===== src/rtl/booth_mult_n.sv =====
// rtl/booth_mult_n.sv - signed radix-2 Booth multiplier with integrated control FSM
module booth_mult_n #(
  parameter int N  = 4,
  parameter int CW = $clog2(N+1)
) (
  input  logic           clk,
  input  logic           reset,
  input  logic           start,
  input  logic [N-1:0]   multiplicand,
  input  logic [N-1:0]   multiplier,
  output logic           busy,
  output logic           done,
  output logic [2*N-1:0] product
);

  typedef enum logic [1:0] {IDLE, CALC, DONE} state_t;

  state_t        state;
  logic [N:0]    a_reg;
  logic [N:0]    m_reg;
  logic [N-1:0]  q_reg;
  logic          qm1;
  logic [CW-1:0] cnt;

  logic [N:0]    t_sum;
  logic [N:0]    a_next;
  logic [N-1:0]  q_next;

  // One Booth step: add/subtract M by the {Q0,Qm1} pair, then arithmetic shift right
  always_comb begin
    case ({q_reg[0], qm1})
      2'b01:   t_sum = a_reg + m_reg;
      2'b10:   t_sum = a_reg - m_reg;
      default: t_sum = a_reg;
    endcase
    a_next = {t_sum[N], t_sum[N:1]};
    q_next = {t_sum[0], q_reg[N-1:1]};
  end

  always_ff @(posedge clk or posedge reset) begin
    if (reset) begin
      state   <= IDLE;
      a_reg   <= '0;
      m_reg   <= '0;
      q_reg   <= '0;
      qm1     <= 1'b0;
      cnt     <= '0;
      product <= '0;
    end else if (state == CALC) begin
      a_reg <= a_next;
      q_reg <= q_next;
      qm1   <= q_reg[0];
      cnt   <= cnt - CW'(1);
      if (cnt == CW'(1)) begin
        state   <= DONE;
        product <= {a_next[N-1:0], q_next};
      end
    end else if (start) begin
      // IDLE and DONE both accept a start; DONE reloading gives back-to-back operation
      state <= CALC;
      a_reg <= '0;
      m_reg <= {multiplicand[N-1], multiplicand};
      q_reg <= multiplier;
      qm1   <= 1'b0;
      cnt   <= CW'(N);
    end else begin
      state <= IDLE;
    end
  end

  assign busy = (state == CALC);
  assign done = (state == DONE);

endmodule


===== config.mk =====
export PLATFORM = sky130hd
export DESIGN_NAME = booth_mult_n
export DESIGN_NICKNAME = d
export VERILOG_FILES = /design/src/rtl/booth_mult_n.sv
export SDC_FILE = /design/constraint.sdc
export NUM_CORES = 1
export LEC_CHECK = 0
export ABC_AREA = 1
export CAP_MARGIN = 20
export CORE_ASPECT_RATIO = 1.25
export CORE_UTILIZATION = 52
export DETAILED_ROUTE_END_ITERATION = 10
export PLACE_DENSITY_LB_ADDON = 0.1
export SLEW_MARGIN = 30
export SYNTH_ARGS = -nofsm -noshare
export SYNTH_HDL_FRONTEND = slang
export SYNTH_SLANG_ARGS = --single-unit

===== constraint.sdc =====
create_clock -name clk -period 2.16 [get_ports clk]
set_input_delay 0.216 -clock clk [delete_from_list [all_inputs] [get_ports clk]]
set_output_delay 0.216 -clock clk [all_outputs]
set_load 0.02 [all_outputs]

After elaboration in Yosys (flattened, before gate mapping)
Cells that the tools add are included.

storage, ports and cells
  register bits = 27
  bits in latches = 0
  memory bits (writable) = 0
  memory bits (read-only) = 0
  input bits = 11
  output and inout bits = 10
  word-level logic and storage cells = 32
  memories = 0

operators by class
  add/subtract/negate cells = 3
  $mul = 0
  div/mod/pow operators = 0
  $lt $le $gt $ge = 0
  equal/unequal tests = 6
  shifts and indexed selects = 0
  multiplexer cells = 12
  bitwise gates (word level) = 1
  reductions and logical operators = 3

operator list
  kind                 number
  $mux 5               2
  $pmux 5 s2           1
  $mux 4               2
  $mux 3               2
  $add 5x5->5          1
  $sub 5x5->5          1
  $eq 2x1->1 const B   2
  $eq 2x2->1 const B   2
  $mux 2               2
  $reduce_and 2->1     2
  $eq 3x1->1 const B   1
  $mux 1               3
  $sub 3x1->3 const B  1
  $ne 2x1->1 const B   1
  $reduce_bool 2->1    1
  $not 1->1            1

Depth between registers and ports, before layout
Gate-level depths: netlist of the first run.

  depth in word-level cells = 3
  depth in mapped cells = 15
  gate-level depth less buffers = 15

Worst setup path before layout of the first run
OpenSTA, ideal clock, no wires.

  path type = reg2reg
  start = register m_reg[0]
  end = register a_reg[3]
  setup time = 0.118 ns
  arrival time = 1.745 ns
  required time = 2.042 ns
  path slack = 0.297 ns
  stages on the path, launching flop included = 14
  buffers on the path = 0
  clock period less this slack = 1.863 ns
  cell sequence = dfrtp_1 > inv_1 > ha_1 > inv_1 > o21ai_0 > fa_1 > nor2_1 > nor2_1 > nand2_1 > nand3_1 > nand2_1 > nand2_1 > nand2_1 > nand2_1

on the way
  cells in the longest elaborated chain, start to end = 3
  elaborated cells between the ends (all ways) = 4
  classes of those cells = 2 x add/sub; 2 x mux

ends and longest elaborated chain
  item                                        line    text
  start: declaration                          20      logic [N:0] m_reg;
  start signal: assignment                    62      m_reg <= {multiplicand[N-1], multiplicand};
  $sub 5x5->5 or $add 5x5->5 (tied branches)  33, 32
  $pmux 5 s2 *                                31      case ({q_reg[0], qm1})
  $mux 5 *                                    49      end else if (state == CALC) begin
  end signal: assignment                      50      a_reg <= a_next;
  end: declaration                            19      logic [N:0] a_reg;

Every way passes the cells marked *; elsewhere a longest branch is shown, timed or not.
A chain may end at the register's enable or synchronous reset.

Worst setup path in the final report of the first run
  start = register state[1]
  end = output busy

on the way
  cells in the longest elaborated chain, start to end = 1

ends and longest elaborated chain
  item                      line  text
  start: declaration        18    state_t state;
  start signal: assignment  42    state <= IDLE;
  start signal: assignment  55    state <= DONE;
  start signal: assignment  60    state <= CALC;
  $eq 2x1->1                71    assign busy = (state == CALC);
  end: declaration          11    output logic busy,

No other way between the ends.

==> flow_summary_export.csv, run 1 <==
group,metric,value,unit
sta,clock_skew,4.00,ps
sta,slew_headroom,0.723,
floorplanning,start_util,0.555,
worst_setup_path,worstSetupPathType,"register to output port",
layout,diodes,0,
pwr,power,3.08,mW
pwr,switching_share,0.462,
route,vias,1134,
logic_synthesis,netlist_top_cells_area,"dfrtp_1 47%, nand2_1 14%, ha_1 7.3%, inv_1 6.8%, o21ai_0 3.3%",
logic_synthesis,synth_top_area_share,0.474,
pwr,p_comb_frac,0.637,
floorplanning,die_x,48.0,um
cts,cts_tree,"done",
logic_synthesis,synth-main-ff-cell,"dfrtp_1",
layout,utilization,0.681,
floorplanning,die_h,59.5,um
pwr,power_density,1830,nW/um2
logic_synthesis,synth_cell_types,25,
floorplanning,die_area,2850,um2
sta,hold_viol,0,
logic_synthesis,synth-edff-count,0,
route,first_pass_iters,4,
layout,fill_cells,196,
logic_synthesis,synth_most_common_cell,"nand2_1",
global_routing,grt.overflow.total,0,
pwr,p_leak,0.834,nW
logic_synthesis,netlist_area,1370,um2
pwr,p_int,1.66,mW
sta,worst_pin_slew,411,ps
sta,tns,0,ps
floorplanning,ioPinCount,21,
sta,fin_crit,2010,ps
logic_synthesis,synth_seq_cells,26,
placed_design,place_congestion,0.778,
pwr,seqPwrFrac,0.281,
floorplanning,rows,20,
layout,finalNetCount,208,
layout,largest_reg_flops,8,
global_routing,grt_max_degree,27,
route,ant_nets,0,
cts,clk_latency,330,ps
worst_setup_path,worstPathCellList,"inv_1 > nand2_4 > inv_1 > clkdlybuf4s50_1",
global_routing,grt_pass1_vias,1107,
route,drtIter0Drc,25,
logic_synthesis,ys_seq_area_frac,0.474,
cts,cts_root_buf,"clkbuf_4",
sta,fmax,497,MHz
sta,finalSetupViolations,0,
global_routing,grt_first_pass_wirelength,4730,um
worst_setup_path,cp_max_fo,10,
layout,regMostFlops,"product",
cts,path_clk_slew,140,ps
sta,post-route-period-util,0.932,
logic_synthesis,synth_area_leader_cell,"dfrtp_1",
sta,drv_slew,0,
layout,syn2layout_area_growth,22.8,%
floorplanning,core,2480,um2
worst_setup_path,crit_slowest_cell,"clkdlybuf4s50_1",
cts,cts.sinks,26,
pwr,power_frac_clock,0.082,
global_routing,track_usage,0.235,
logic_synthesis,syn_inst,162,
flow_run,drv_cap,0,
global_routing,antenna_found_initial,0,
placed_design,hpwl,2010,um
worst_setup_path,max_stage_delay,650,ps
pwr,vdd_ir_drop_max,0.953,mV
worst_setup_path,arrival,1800,ps
placed_design,portBuffers,20,
worst_setup_path,crit_path_frequent_cell,"inv_1",
cts,cts_inserted_buffers,3,
pwr,switchingPower,1.42,mW
route,viasPerCell,5.15,
logic_synthesis,synthArstFlopShare,1.00,
worst_setup_path,worstPathRequired,1940,ps
logic_synthesis,ys_warn_count,0,
route,wl,2680,um
run_status,status,"finished clean",
logic_synthesis,syn_nets,182,
layout,drive_gt1_frac,0.102,
worst_setup_path,critPathCaptureType,"output port",
cts,htree_levels,1,
route,drc_errors,0,
logic_synthesis,synthTopCellsByCount,"52 x nand2_1, 26 x dfrtp_1, 25 x inv_1",
logic_synthesis,syn_avg_cell_area,8.48,um2
cts,cts_buffer_depth,2,
min_path,hold_path.class,"input pin to asynchronous set/reset pin",
route,wl_per_cell,12.2,um
worst_setup_path,worstSetupStartpointType,"register",
==> cell families after synthesis <==
logic type	share of synthesized area
AO/OA/AOI/OAI	0.117
XOR/XNOR	0.0128
adder cells (fa/ha/maj)	0.0874
buffers and inverters	0.0829
flip-flops	0.474
multiplexers	0.00729
AND/OR/NAND/NOR	0.219
==> through the flow <==
step / setup WS (ps) / area, um2 / cells / hold WS (ps)
after floorplan: 297 / 1370 / 162 / 256
after detailed placement: 112 / 1610 / 214 / 458
final: 148 / 1690 / 220 / 221
after CTS: 90.4 / 1640 / 218 / 232
after global placement: 188 / 1610 / 214 / 457
after global routing: -26.6 / 1690 / 220 / 273
==> what timing repair did <==
action / 4_1_cts / 5_1_grt
resized for setup: 0 / 8
setup endpoints to repair: 0 / 6
hold buffers: 0 / 0
setup buffers: 0 / 2
==> area by class of cell <==
class | count | area, um2 | area share
flip-flops and latches | 26 | 651 | 0.386
multi-input cells | 108 | 638 | 0.378
repair buffers | 23 | 223 | 0.132
inverters | 26 | 97.6 | 0.0579
well taps | 33 | 41.3 | 0.0245
clock buffers | 4 | 36.3 | 0.0215
==> power groups by stage <==
stage	sequential, mW	combinational, mW	clock, mW
global route	0.896	2.24	0.279
detailed placement	0.869	1.83	0
CTS	0.859	1.84	0.262
global placement	0.858	1.76	0
finish	0.865	1.96	0.253
floorplan	0.927	1.31	0
==> critical path: cells and delay by family (launching register included) <==
| family | cells | cell delay [ps] |
|---|---|---|
| DFF | 1 | 380 |
| and+or+nand+nor | 1 | 110 |
| buffers and inverters | 3 | 970 |
==> per-layer routing <==
layer  wire length, um  GRT usage  vias to the layer above
met2              1440      0.411                       31
met1              1110      0.279                      530
met3                68     0.0274                        5
met5                 0          0                        -
li1                  -          -                      568
met4                55     0.0952                        0
==> cell usage in the layout, fill, tap and decap left out, types with 2 or more instances in the layout <==
cell type        instances
nand2_1                 52
dfrtp_1                 26
inv_1                   24
clkdlybuf4s50_1         20
o21ai_0                  8
nor2_1                   7
nand3_1                  6
ha_1                     6
o22ai_1                  4
o21ai_2                  3
a21oi_1                  3
o211ai_1                 3
clkbuf_4                 3
buf_4                    3
inv_2                    2
xnor2_1                  2
o21ai_1                  2
nand3b_1                 2
==> worst paths after layout <==
path,start,endpoint,slack (ps),depth (start not counted)
min reg2reg,product[1],product[1],480,2
min,reset,product[0],220,3
max in group asynchronous,reset,product[7],1690,3
min in group clk,multiplicand[3],m_reg[3],410,3
max,state[1],busy,150,4
max reg2reg,m_reg[1],product[7],210,14
Power figures use the tool's default switching activity.
==> run 2, diff against run 1 <==
- CORE_UTILIZATION: 52 -> 35
- RECOVER_POWER: default -> 50
- TNS_END_PERCENT: default -> 100
==> flow_summary_export.csv, run 2 (synthesized netlist as in run 1, its figures left out) <==
group,metric,value,unit
worst_setup_path,critPathCaptureType,"register",
placed_design,portBuffers,20,
worst_setup_path,arrival,2190,ps
floorplanning,ioPinCount,21,
worst_setup_path,worstPathCellList,"ha_2 > a31oi_1 > xnor2_1 > ha_1 > nand2_1 > nand2_1 > nor2_1 > nand2_1 > nand3_1 > nand2_1 > nand2_1 > nand2_1 > nand2_1",
pwr,vdd_ir_drop_max,0.574,mV
route,drtIter0Drc,47,
layout,layout_common_cells,"52 x nand2_1, 26 x dfrtp_1, 25 x inv_1, 19 x clkdlybuf4s50_1, 8 x o21ai_0",
route,vias,1080,
placed_design,place_congestion,0.862,
sta,fin_crit,1980,ps
worst_setup_path,rrSetupSlack,180,ps
run_status,status,"finished with violations",
cts,clk_latency,270,ps
worst_setup_path,max_stage_delay,400,ps
floorplanning,rows,25,
min_path,hold_depth,2,
sta,hold_viol,0,
cts,post_cts_buffers,0,
worst_setup_path,reg2reg_depth,13,
route,viasPerCell,4.78,
min_path,hold_start,"product[1]",
cts,path_clk_slew,90,ps
global_routing,grt_first_pass_wirelength,4930,um
route,wl_per_cell,12.1,um
layout,drive_gt1_frac,0.0753,
floorplanning,die_area,4180,um2
flow_run,drv_cap,0,
cts,cts_buffer_depth,2,
sta,post-route-period-util,0.918,
layout,largest_reg_flops,8,
cts,cts.sinks,26,
route,ant_nets,0,
worst_setup_path,worstSetupPathType,"register to register",
route,wl,2740,um
sta,worst_pin_slew,1390,ps
layout,final_common_cell,"nand2_1",
worst_setup_path,crit_path_frequent_cell,"nand2_1",
cts,htree_levels,1,
route,first_pass_iters,9,
layout,multi_input_area,632,um2
layout,fill_cells,376,
worst_setup_path,worstPathRequired,2370,ps
floorplanning,die_x,58.0,um
run_status,violations,"design-rule violations",
sta,clock_skew,3.80,ps
placed_design,hpwl,2110,um
route,drc_errors,1,
sta,fmax,504,MHz
sta,drv_slew,0,
sta,finalSetupViolations,0,
floorplanning,start_util,0.366,
layout,finalNetCount,207,
floorplanning,die_h,72.0,um
global_routing,antenna_found_initial,0,
worst_setup_path,rr_startpoint,"q_reg[0]",
global_routing,grt_pass1_vias,1043,
layout,diodes,0,
worst_setup_path,crit_start,"q_reg[0]",
worst_setup_path,crit_buf_inv,0,
cts,cts.repair.resized,0,
cts,cts_root_buf,"clkbuf_8",
sta,hold_ws,474,ps
global_routing,grt.overflow.total,0,
cts,holdBufCountCts,0,
global_routing,track_usage,0.154,
sta,setup_ws,177,ps
sta,slew_headroom,0.0746,
cts,cts_inserted_buffers,3,
worst_setup_path,cp_max_fo,7,
min_path,hold_end,"product[1]",
pwr,p_leak,0.830,nW
worst_setup_path,worstSetupStartpointType,"register",
layout,regMostFlops,"product",
min_path,hold_path.class,"register to register",
pwr,power_density,1830,nW/um2
layout,regArea,651,um2
worst_setup_path,r2r_end,"a_reg[3]",
worst_setup_path,crit_slowest_cell,"dfrtp_1",
floorplanning,core,3750,um2
pwr,power,3.10,mW
layout,syn2layout_area_growth,23.2,%
global_routing,grt_max_degree,27,
cts,cts_tree,"done",
worst_setup_path,crit_family,"simple AND/OR/NAND/NOR gates",
placed_design,pre_cts_ws,120,ps
run 2: cell count changes in the layout (fill, tap and decap cells not counted), moves of 2 or more:
cell	delta
buf_4	-3
clkbuf_8	+3
clkbuf_4	-3
clkbuf_1	+2
run 2: worst max path at each step:
stage                to  depth (start not counted)
2_1_floorplan  a_reg[3]                         13
3_3_place_gp   a_reg[3]                         13
3_5_place_dp   a_reg[3]                         13
4_1_cts        a_reg[3]                         13
5_1_grt        a_reg[3]                         15
6_report       a_reg[3]                         13
run 2: metrics by stage:
step / util / cell area, um2 / instances / TNS, ps
floorplan: - / 1370 / 162 / 0
global placement: 0.432 / 1620 / 222 / 0
detailed placement: 0.432 / 1620 / 222 / 0
CTS: 0.447 / 1680 / 226 / 0
global route: 0.451 / 1690 / 226 / -10.2
finish: 0.451 / 1690 / 226 / 0
run 2: report_power, final:
group	switching (mW)	internal, mW	total, mW
sequential	0.141	0.725	0.866
combinational	1.12	0.805	1.92
clock	0.152	0.163	0.315
total	1.41	1.69	3.10
run 2: worst reg2reg max path, stage by stage (launching register included):
cell,delay [ps]
dfrtp_1,400
ha_2,230
a31oi_1,190
xnor2_1,160
ha_1,300
nand2_1,100
nand2_1,60
nor2_1,90
nand2_1,70
nand3_1,80
nand2_1,50
nand2_1,80
nand2_1,50
nand2_1,70
run 2: cell type report:
cell class	instances	share of cell area
sequential	26	0.384
multi-input combinational	108	0.373
timing repair buffer	22	0.123
inverter	26	0.0576
clock buffer	4	0.0325
tap	40	0.0296
run 2: metal layers:
layer | GRT usage | wire length, um | vias up
met5 | 0 | 0 | -
met4 | 0.0397 | 29 | 0
met3 | 0.0214 | 68 | 4
met2 | 0.272 | 1370 | 17
met1 | 0.196 | 1280 | 492
li1 | - | - | 567
==> run 3, diff against run 2 <==
- SLEW_MARGIN: 30 -> default
==> results of run 3 <==
Final layout, timing and power as in run 2 (identical DEF).
